**config.mk**
```make
export PLATFORM = sky130hd
export DESIGN_NAME = mii_64b66b_encoder
export DESIGN_NICKNAME = d
export VERILOG_FILES = /design/src/rtl/mii_64b66b_encoder.sv
export SDC_FILE = /design/constraint.sdc
export NUM_CORES = 1
export LEC_CHECK = 0
export ABC_CLOCK_PERIOD_IN_PS = 3200
export BUFFER_PORTS_ARGS = -buffer_cell sky130_fd_sc_hd__buf_2
export CAP_MARGIN = 20
export CORE_UTILIZATION = 53
export DETAILED_ROUTE_END_ITERATION = 10
export PLACE_DENSITY = 0.82
export SKIP_CTS_REPAIR_TIMING = 1
export SLEW_MARGIN = 20
export SYNTH_ARGS = -nofsm -noshare
export SYNTH_HDL_FRONTEND = slang
export SYNTH_SLANG_ARGS = --single-unit
```
**constraint.sdc**
```tcl
create_clock -name clk -period 3.2 [get_ports clk]
set_input_delay 0.16 -clock clk [delete_from_list [all_inputs] [get_ports clk]]
set_output_delay 0.16 -clock clk [all_outputs]
set_load 0.05 [all_outputs]
```
**src/rtl/mii_64b66b_encoder.sv**
```systemverilog
// mii_64b66b_encoder: packs 64-bit/8-lane MII columns into 66-bit BASE-R blocks
// Ports: clk; i_rst_n async active-low reset; i_valid/i_mii_data/i_mii_ctrl input column;
//        o_valid/o_tx_coded coded block ([1:0] sync, [65:2] payload), one cycle after acceptance;
//        o_err_count saturating count of error blocks emitted.
module mii_64b66b_encoder #(
  parameter int ERR_CNT_WIDTH = 16
) (
  input  logic                     clk,
  input  logic                     i_rst_n,
  input  logic                     i_valid,
  input  logic [63:0]              i_mii_data,
  input  logic [7:0]               i_mii_ctrl,
  output logic                     o_valid,
  output logic [65:0]              o_tx_coded,
  output logic [ERR_CNT_WIDTH-1:0] o_err_count
);
  typedef enum logic [1:0] {INIT, TX_C, TX_D, TX_E} state_t;
  localparam logic [63:0] E_PAY   = {{8{7'h1E}}, 8'h1E};
  localparam logic [63:0] T_TYPES = {8'hFF, 8'hE1, 8'hD2, 8'hCC, 8'hB4, 8'hAA, 8'h99, 8'h87};
  state_t state, state_nxt;
  logic is_d, is_s, is_c, is_t, t_ok, start_ok, data_ok, blk_err;
  logic [63:0] c_pay, t_pay;
  logic [65:0] blk;
  function automatic logic is_ic(input logic [7:0] ch);
    return ch == 8'h07 || ch == 8'hFE;
  endfunction
  function automatic logic [6:0] code7(input logic [7:0] ch);
    return ch == 8'hFE ? 7'h1E : 7'h00;
  endfunction
  // In both C and T blocks the 7-bit code for lane j sits at payload bit 8+7j,
  // so the T block is the data lanes below k overlaid with the C-style codes above k.
  always_comb begin
    is_d = i_mii_ctrl == 8'h00;
    is_s = i_mii_ctrl == 8'h01 && i_mii_data[7:0] == 8'hFB;
    is_c = i_mii_ctrl == 8'hFF;
    c_pay = {56'd0, 8'h1E};
    is_t = 1'b0;
    t_ok = 1'b0;
    t_pay = '0;
    for (int j = 0; j < 8; j++) begin
      is_c = is_c && is_ic(i_mii_data[8*j +: 8]);
      c_pay[8+7*j +: 7] = code7(i_mii_data[8*j +: 8]);
    end
    for (int k = 0; k < 8; k++) begin
      t_ok = i_mii_ctrl == (8'hFF << k) && i_mii_data[8*k +: 8] == 8'hFD;
      for (int j = k + 1; j < 8; j++) t_ok = t_ok && is_ic(i_mii_data[8*j +: 8]);
      if (t_ok) begin
        is_t = 1'b1;
        t_pay = '0;
        t_pay[7:0] = T_TYPES[8*k +: 8];
        for (int j = 0; j < k; j++) t_pay[8+8*j +: 8] = i_mii_data[8*j +: 8];
        for (int j = k + 1; j < 8; j++) t_pay[8+7*j +: 7] = code7(i_mii_data[8*j +: 8]);
      end
    end
    start_ok = state != TX_D;
    data_ok = state == TX_D || state == TX_E;
    blk_err = 1'b0;
    state_nxt = TX_C;
    blk = {c_pay, 2'b10};
    if (is_c && start_ok) begin
      blk = {c_pay, 2'b10};
      state_nxt = TX_C;
    end else if (is_s && start_ok) begin
      blk = {i_mii_data[63:8], 8'h78, 2'b10};
      state_nxt = TX_D;
    end else if (is_d && data_ok) begin
      blk = {i_mii_data, 2'b01};
      state_nxt = TX_D;
    end else if (is_t && data_ok) begin
      blk = {t_pay, 2'b10};
      state_nxt = TX_C;
    end else begin
      blk = {E_PAY, 2'b10};
      state_nxt = TX_E;
      blk_err = 1'b1;
    end
  end
  always_ff @(posedge clk or negedge i_rst_n) begin
    if (!i_rst_n) begin
      state <= INIT;
      o_valid <= 1'b0;
      o_tx_coded <= '0;
      o_err_count <= '0;
    end else if (i_valid) begin
      state <= state_nxt;
      o_valid <= 1'b1;
      o_tx_coded <= blk;
      if (blk_err && !(&o_err_count)) o_err_count <= o_err_count + 1'b1;
    end else begin
      o_valid <= 1'b0;
    end
  end
endmodule

```
==> out/results.tsv, run 1 <==
metric	value	unit
vias per std cell	6.31	
Clock Skews	0.00757	ns
critical path capture point type	flop	
first-pass GRT wire length	28400	um
Largest delay share family, worst path	simple AND/OR/NAND/NOR gates	
proportion of layout cells with a drive suffix above 1	0.267	
switching power	0.000961	W
initial antenna violation count	0	
Buf/Inv on CP	1	
warnings from Yosys	0	
Leak	2.89	nW
critical path's slowest cell	a211oi_1	
IO Port Bufs	157	
drt first pass iters	5	
cells after synthesis	630	
routed via count	5846	
Startpoint Class	input port	
die width	103	um
count leader, synth	dfrtp_1	
EDFF count, synth	0	
Max FO, Critical Path	5	
H-tree Lvls	3	
Critical Path RT	3.42	ns
Yosys reg bits	85	
nets	865	
Slew @ Worst Pin	0.796	ns
Reg power frac	0.458	
CTS root buf	clkbuf_8	
core area	9820	um^2
share of the synthesized area in the top cell type	0.395	
fmax	410	MHz
largest net degree at the start of global routing	86	
Setup Total Neg Slack	0	ns
Final Hold Vio Count	0	
Clk pwr share	0.295	
Final setup violation count	0	
status	finished, final reports clean	
grt total ovfl	0	
drt wl/cell	19.3	um
Routed Antenna Nets	0	
chip height	103	um
hpwl dp	13600	um
area grow syn2layout	21.9	%
# Max-Cap Violations	0	
Layout Cells excl Fill	927	
Top FF cell, synth	dfrtp_1	
headroom to the max-slew limit	0.469	
cell taking the most area after synthesis	dfrtp_1	
Num CTS Buffers	9	
synth unique cells	66	
HP Class	in2reg	
TritonCTS clock tree	yes	
clk sink count	85	
GP Congestion	0.937	
crit-path most repeated cell	a211oi_1	
Starting Density	0.549	
Starting DRT DRC Count	414	
Critical Path Max Stage Delay	0.51	ns
sw frac	0.363	
syn_nets	706	
PwrDens	403	nW/um^2
register area share after synthesis	0.395	
Placed Cells	910	
Worst EP arrival	2.66	ns
Peak VDD IR	0.000529	V
layout filler cell count	862	
internal cell power	0.00169	W
DRT Wirelength	17900	um
top post-synthesis cells by count	85 x dfrtp_1, 67 x nand2_1, 58 x nor2_1	
vias in the first global route	5622	
average size of a mapped cell	8.55	um^2
Setup CP Type	in2reg	
Synth area leaders	dfrtp_1 39%, nand2_1 4.7%, nor2_1 4.0%	
die area	10600	um^2
Post-route DRC	0	
Worst-path clk slew	0.09	ns
synthesized area	5390	um^2
ys async rst share	1.00	
Tot GR Track Use	0.350	
RSZ-0062 raised after global routing	false	
combinational share of power	0.247	
antenna cell count	0	
Slew Viols, Final	0	
final total power	0.00265	W
Placement Rows	36	
maximum clock insertion buffer count	2	
Critical Path, Cell by Cell	buf_2 -> nor4_1 -> nand4_1 -> a211oi_1 -> and4_1 -> nor3b_2 -> o41ai_4 -> a211oi_1 -> a21oi_1	
num ports	158	
post-route clock period utilization	0.762	
Clk Latency, worst-skew pair	0.36	ns
fin crit period	2.44	ns
==> routing by layer <==
| metal | up-vias | routed length (um) | global-route usage |
|---|---|---|---|
| met4 | 0 | 446 | 0.140 |
| met1 | 2765 | 7370 | 0.473 |
| li1 | 2674 | - | - |
| met2 | 366 | 8250 | 0.545 |
| met3 | 41 | 1840 | 0.0807 |
| met5 | - | 0 | 0 |
==> sequential cells by signal, summed over array words and instances (netlist names) <==
register	flops
state	2
o_err_count	16
o_tx_coded	66
o_valid	1
==> stage by stage <==
step / worst slack, ns / util / cell area, um^2 / hold slack [ns]
CTS: 0.794 / 0.668 / 6560 / 0.0321
detailed placement: 0.416 / 0.647 / 6360 / 0.430
global route: 0.557 / 0.669 / 6570 / 0.0714
global placement: 0.530 / 0.647 / 6360 / 0.405
floorplan: 0.510 / - / 5390 / -0.136
finish: 0.762 / 0.669 / 6570 / 0.0645
==> worst paths after layout <==
check | from | to | slack (ns) | cells past startpoint
setup / recovery | i_mii_data[60] | o_tx_coded[62] | 0.76 | 9
hold / removal | i_mii_data[27] | o_tx_coded[37] | 0.06 | 3
setup reg to reg | o_err_count[6] | o_err_count[14] | 0.79 | 9
hold reg to reg | o_tx_coded[0] | o_tx_coded[0] | 0.49 | 1
max in group asynchronous | i_rst_n | o_tx_coded[52] | 2.22 | 2
min in group asynchronous | i_rst_n | o_valid | 0.40 | 2
==> cells by family after synthesis <==
group,after synthesis,share of synthesized area
adders and majority gates,1,0.00232
and+or+nand+nor,292,0.292
xor gates and xnor gates,15,0.0244
buffers and inverters,50,0.0385
muxes,7,0.0132
DFF,85,0.395
AOI/OAI and AO/OA,180,0.235
==> layout by cell type, fill, tap and decap left out, drive strengths merged, types with 6 or more instances in the layout <==
master  instances
nand2          68
nor2           58
a211o           6
nor3           12
o22ai          10
dfrtp          85
nand3b          6
nand2b         10
a31oi          16
inv            21
nor4            9
nor2b          11
a22oi          28
mux2i           6
and2            6
xnor2          15
o31ai           6
nand3          33
and3           20
o21ai          42
buf           176
nand4          26
or3             8
a21oi          29
clkbuf          9
==> tightest hold or removal path, cell delays in order <==
cell and delay [ns]:
buf_2 0.12, inv_1 0.05, o21ai_0 0.07
==> area by class of cell <==
cell class | count | area (um^2) | share of cell area
multi-input cells | 495 | 3050 | 0.465
repair buffers | 177 | 945 | 0.144
flip-flops and latches | 85 | 2130 | 0.324
clock buffers | 9 | 124 | 0.0189
inverters | 21 | 78.8 | 0.0120
clock inverters | 7 | 75.1 | 0.0114
well taps | 133 | 166 | 0.0253
==> power groups by stage <==
stage	Combinational (W)	Clock [W]	Sequential, W
finish	0.000653	0.000781	0.00121
global route	0.000698	0.000829	0.00122
CTS	0.000648	0.000789	0.00121
detailed placement	0.000647	0	0.00123
global placement	0.000636	0	0.00123
floorplan	0.000179	0	0.00146
Power figures use the tool's default switching activity.
==> run 2, diff against run 1 <==
--- a/config.mk
+++ b/config.mk
@@ -5,12 +5,12 @@
 export SDC_FILE = /design/constraint.sdc
 export NUM_CORES = 1
 export LEC_CHECK = 0
-export ABC_CLOCK_PERIOD_IN_PS = 3200
+export ABC_CLOCK_PERIOD_IN_PS = 2200
 export BUFFER_PORTS_ARGS = -buffer_cell sky130_fd_sc_hd__buf_2
 export CAP_MARGIN = 20
-export CORE_UTILIZATION = 53
+export CORE_UTILIZATION = 48
 export DETAILED_ROUTE_END_ITERATION = 10
-export PLACE_DENSITY = 0.82
+export PLACE_DENSITY = 0.78
 export SKIP_CTS_REPAIR_TIMING = 1
 export SLEW_MARGIN = 20
 export SYNTH_ARGS = -nofsm -noshare
==> constraint.sdc (replaced) <==
create_clock -name clk -period 2.2 [get_ports clk]
set_input_delay 0.11 -clock clk [delete_from_list [all_inputs] [get_ports clk]]
set_output_delay 0.11 -clock clk [all_outputs]
set_load 0.05 [all_outputs]
==> run 2 against run 1 <==
The flow now finishes with violations (hold timing). Global-route usage is 0.75 points higher. Utilization is 5.8 points higher. Register-to-register slack worse by 0.78 ns. Critical path depth stayed put. Largest power group unchanged. Highest routed layer unchanged.
==> out/results.tsv, run 2 (synthesized netlist as in run 1, its figures left out) <==
metric	value	unit
fmax	457	MHz
Setup Total Neg Slack	0	ns
Critical Path Max Stage Delay	0.42	ns
proportion of layout cells with a drive suffix above 1	0.418	
Final setup violation count	0	
grt total ovfl	0	
CTS root buf	clkbuf_8	
antenna cell count	0	
Routed Antenna Nets	0	
Largest register FFs	66	
Peak VDD IR	0.000861	V
Slew @ Worst Pin	0.515	ns
vias per std cell	6.10	
Max FO, Critical Path	7	
initial antenna violation count	0	
routed via count	6556	
TritonCTS clock tree	yes	
Startpoint Class	flop	
vias in the first global route	6270	
Worst EP arrival	2.46	ns
flop2flop setup slack	0.01	ns
drt first pass iters	6	
Worst R2R Path Depth	9	
core area	10900	um^2
H-tree Lvls	3	
largest net degree at the start of global routing	42	
headroom to the max-slew limit	0.655	
chip height	108	um
final total power	0.00405	W
PwrDens	512	nW/um^2
IO Port Bufs	157	
post-route clock period utilization	0.995	
Leak	3.64	nW
HP Class	in2reg	
maximum clock insertion buffer count	2	
clk sink count	85	
Critical Path RT	2.47	ns
Starting Density	0.495	
area grow syn2layout	46.9	%
drt wl/cell	19.4	um
leading cell types in the layout, fill and taps excluded	157 x buf_2, 151 x buf_4, 82 x dfrtp_1	
RSZ-0062 raised after global routing	true	
status	finished with violations	
layout filler cell count	828	
commonest non-fill, non-tap cell in the layout	buf_2	
crit-path most repeated cell	and3_4	
worst setup path start	o_err_count[8]	
nets	1006	
Largest Register	o_tx_coded	
Placement Rows	38	
fin crit period	2.19	ns
Starting DRT DRC Count	589	
wl on met1	8730	um
worst hold slack	-0.00248	ns
Num CTS Buffers	9	
first-pass GRT wire length	31900	um
critical path capture point type	flop	
failing checks	hold timing	
# Max-Cap Violations	0	
die width	108	um
Post-route DRC	0	
Setup CP Type	reg2reg	
CP endpoint	o_err_count[12]	
Final Hold Vio Count	2	
critical path's slowest cell	dfrtp_2	
Critical Path, Cell by Cell	and3_4 -> and3_4 -> and2_4 -> and3_4 -> and2_4 -> a311oi_4 -> buf_6 -> nand4_1 -> xnor2_1	
RR Startpoint	o_err_count[8]	
DRT Wirelength	20800	um
GP Congestion	0.942	
Clock Skews	0.00750	ns
WL met2	9910	um
Max Used Layer	met4	
biggest regs	o_tx_coded (66), o_err_count (16), state (2)	
Slew Viols, Final	0	
met3 routed WL	1710	um
hpwl dp	16000	um
num ports	158	
Clk Latency, worst-skew pair	0.38	ns
Tot GR Track Use	0.358	
Worst R2R End	o_err_count[12]	
Worst-path clk slew	0.09	ns
die area	11700	um^2
[run 2: changes by cell type in the layout (fill, tap and decap cells not counted), moves of 4 or more]
| cell | previous run | this run |
|---|---|---|
| buf_6 | 1 | 6 |
| buf_4 | 19 | 151 |
| nand3_1 | 32 | 18 |
| and2_1 | 6 | 2 |
| a21oi_2 | 0 | 4 |
| o21ai_0 | 41 | 37 |
| o21ai_1 | 0 | 4 |
| a21oi_1 | 29 | 25 |
| nand3_2 | 1 | 15 |
[run 2: layer usage]
metal	GRT usage	up-vias
met2	0.579	361
met5	0	-
met3	0.0482	47
met4	0.128	0
li1	-	2963
met1	0.489	3185
[run 2: how the worst min path moves through the flow]
stage	startpoint	endpoint	slack, ns	cells past startpoint
3_3_place_gp	i_rst_n	o_tx_coded[63]	0.02	1
5_1_grt	i_mii_data[3]	o_tx_coded[13]	0.001	3
3_5_place_dp	i_rst_n	o_tx_coded[63]	0.03	1
2_1_floorplan	i_rst_n	o_err_count[0]	-0.19	0
6_report	i_mii_data[3]	o_tx_coded[13]	-0.002	3
4_1_cts	i_rst_n	o_tx_coded[3]	-0.39	1
[run 2: layout make-up]
cell class	instances	area, um^2	area share
clock inverters	5	60.1	0.00759
inverters	21	78.8	0.00996
multi-input cells	495	3270	0.413
clock buffers	11	141	0.0179
flip-flops and latches	85	2130	0.269
well taps	140	175	0.0221
repair buffers	318	2060	0.260
[run 2: where the power goes]
part / internal, W / switching, W / leakage (nW) / total [W]
clock network: 0.000558 / 0.000606 / 0.0995 / 0.00116
logic: 0.000379 / 0.000746 / 2.53 / 0.00112
registers: 0.00166 / 0.0000989 / 1.01 / 0.00176
[run 2: metrics by stage]
step                      worst slack [ns]  utilization  hold WS [ns]  std cells  area [um^2]
after global routing               -0.0847        0.727       0.00105       1075         7920
final                               0.0109        0.727      -0.00248       1075         7920
after global placement              -0.220        0.692        0.0231       1053         7540
after CTS                          -0.0690        0.711        -0.389       1069         7740
after detailed placement            -0.422        0.692        0.0270       1053         7540
after floorplan                     -0.121            -        -0.186        630         5510
[run 2: critical path: cells and delay by family (launching register included)]
kind                   cells  cell delay [ns]
buffers and inverters      1             0.19
AND/OR/NAND/NOR            6             1.01
flip-flops                 1             0.42
AO/OA/AOI/OAI              1             0.29
XOR/XNOR                   1             0.16
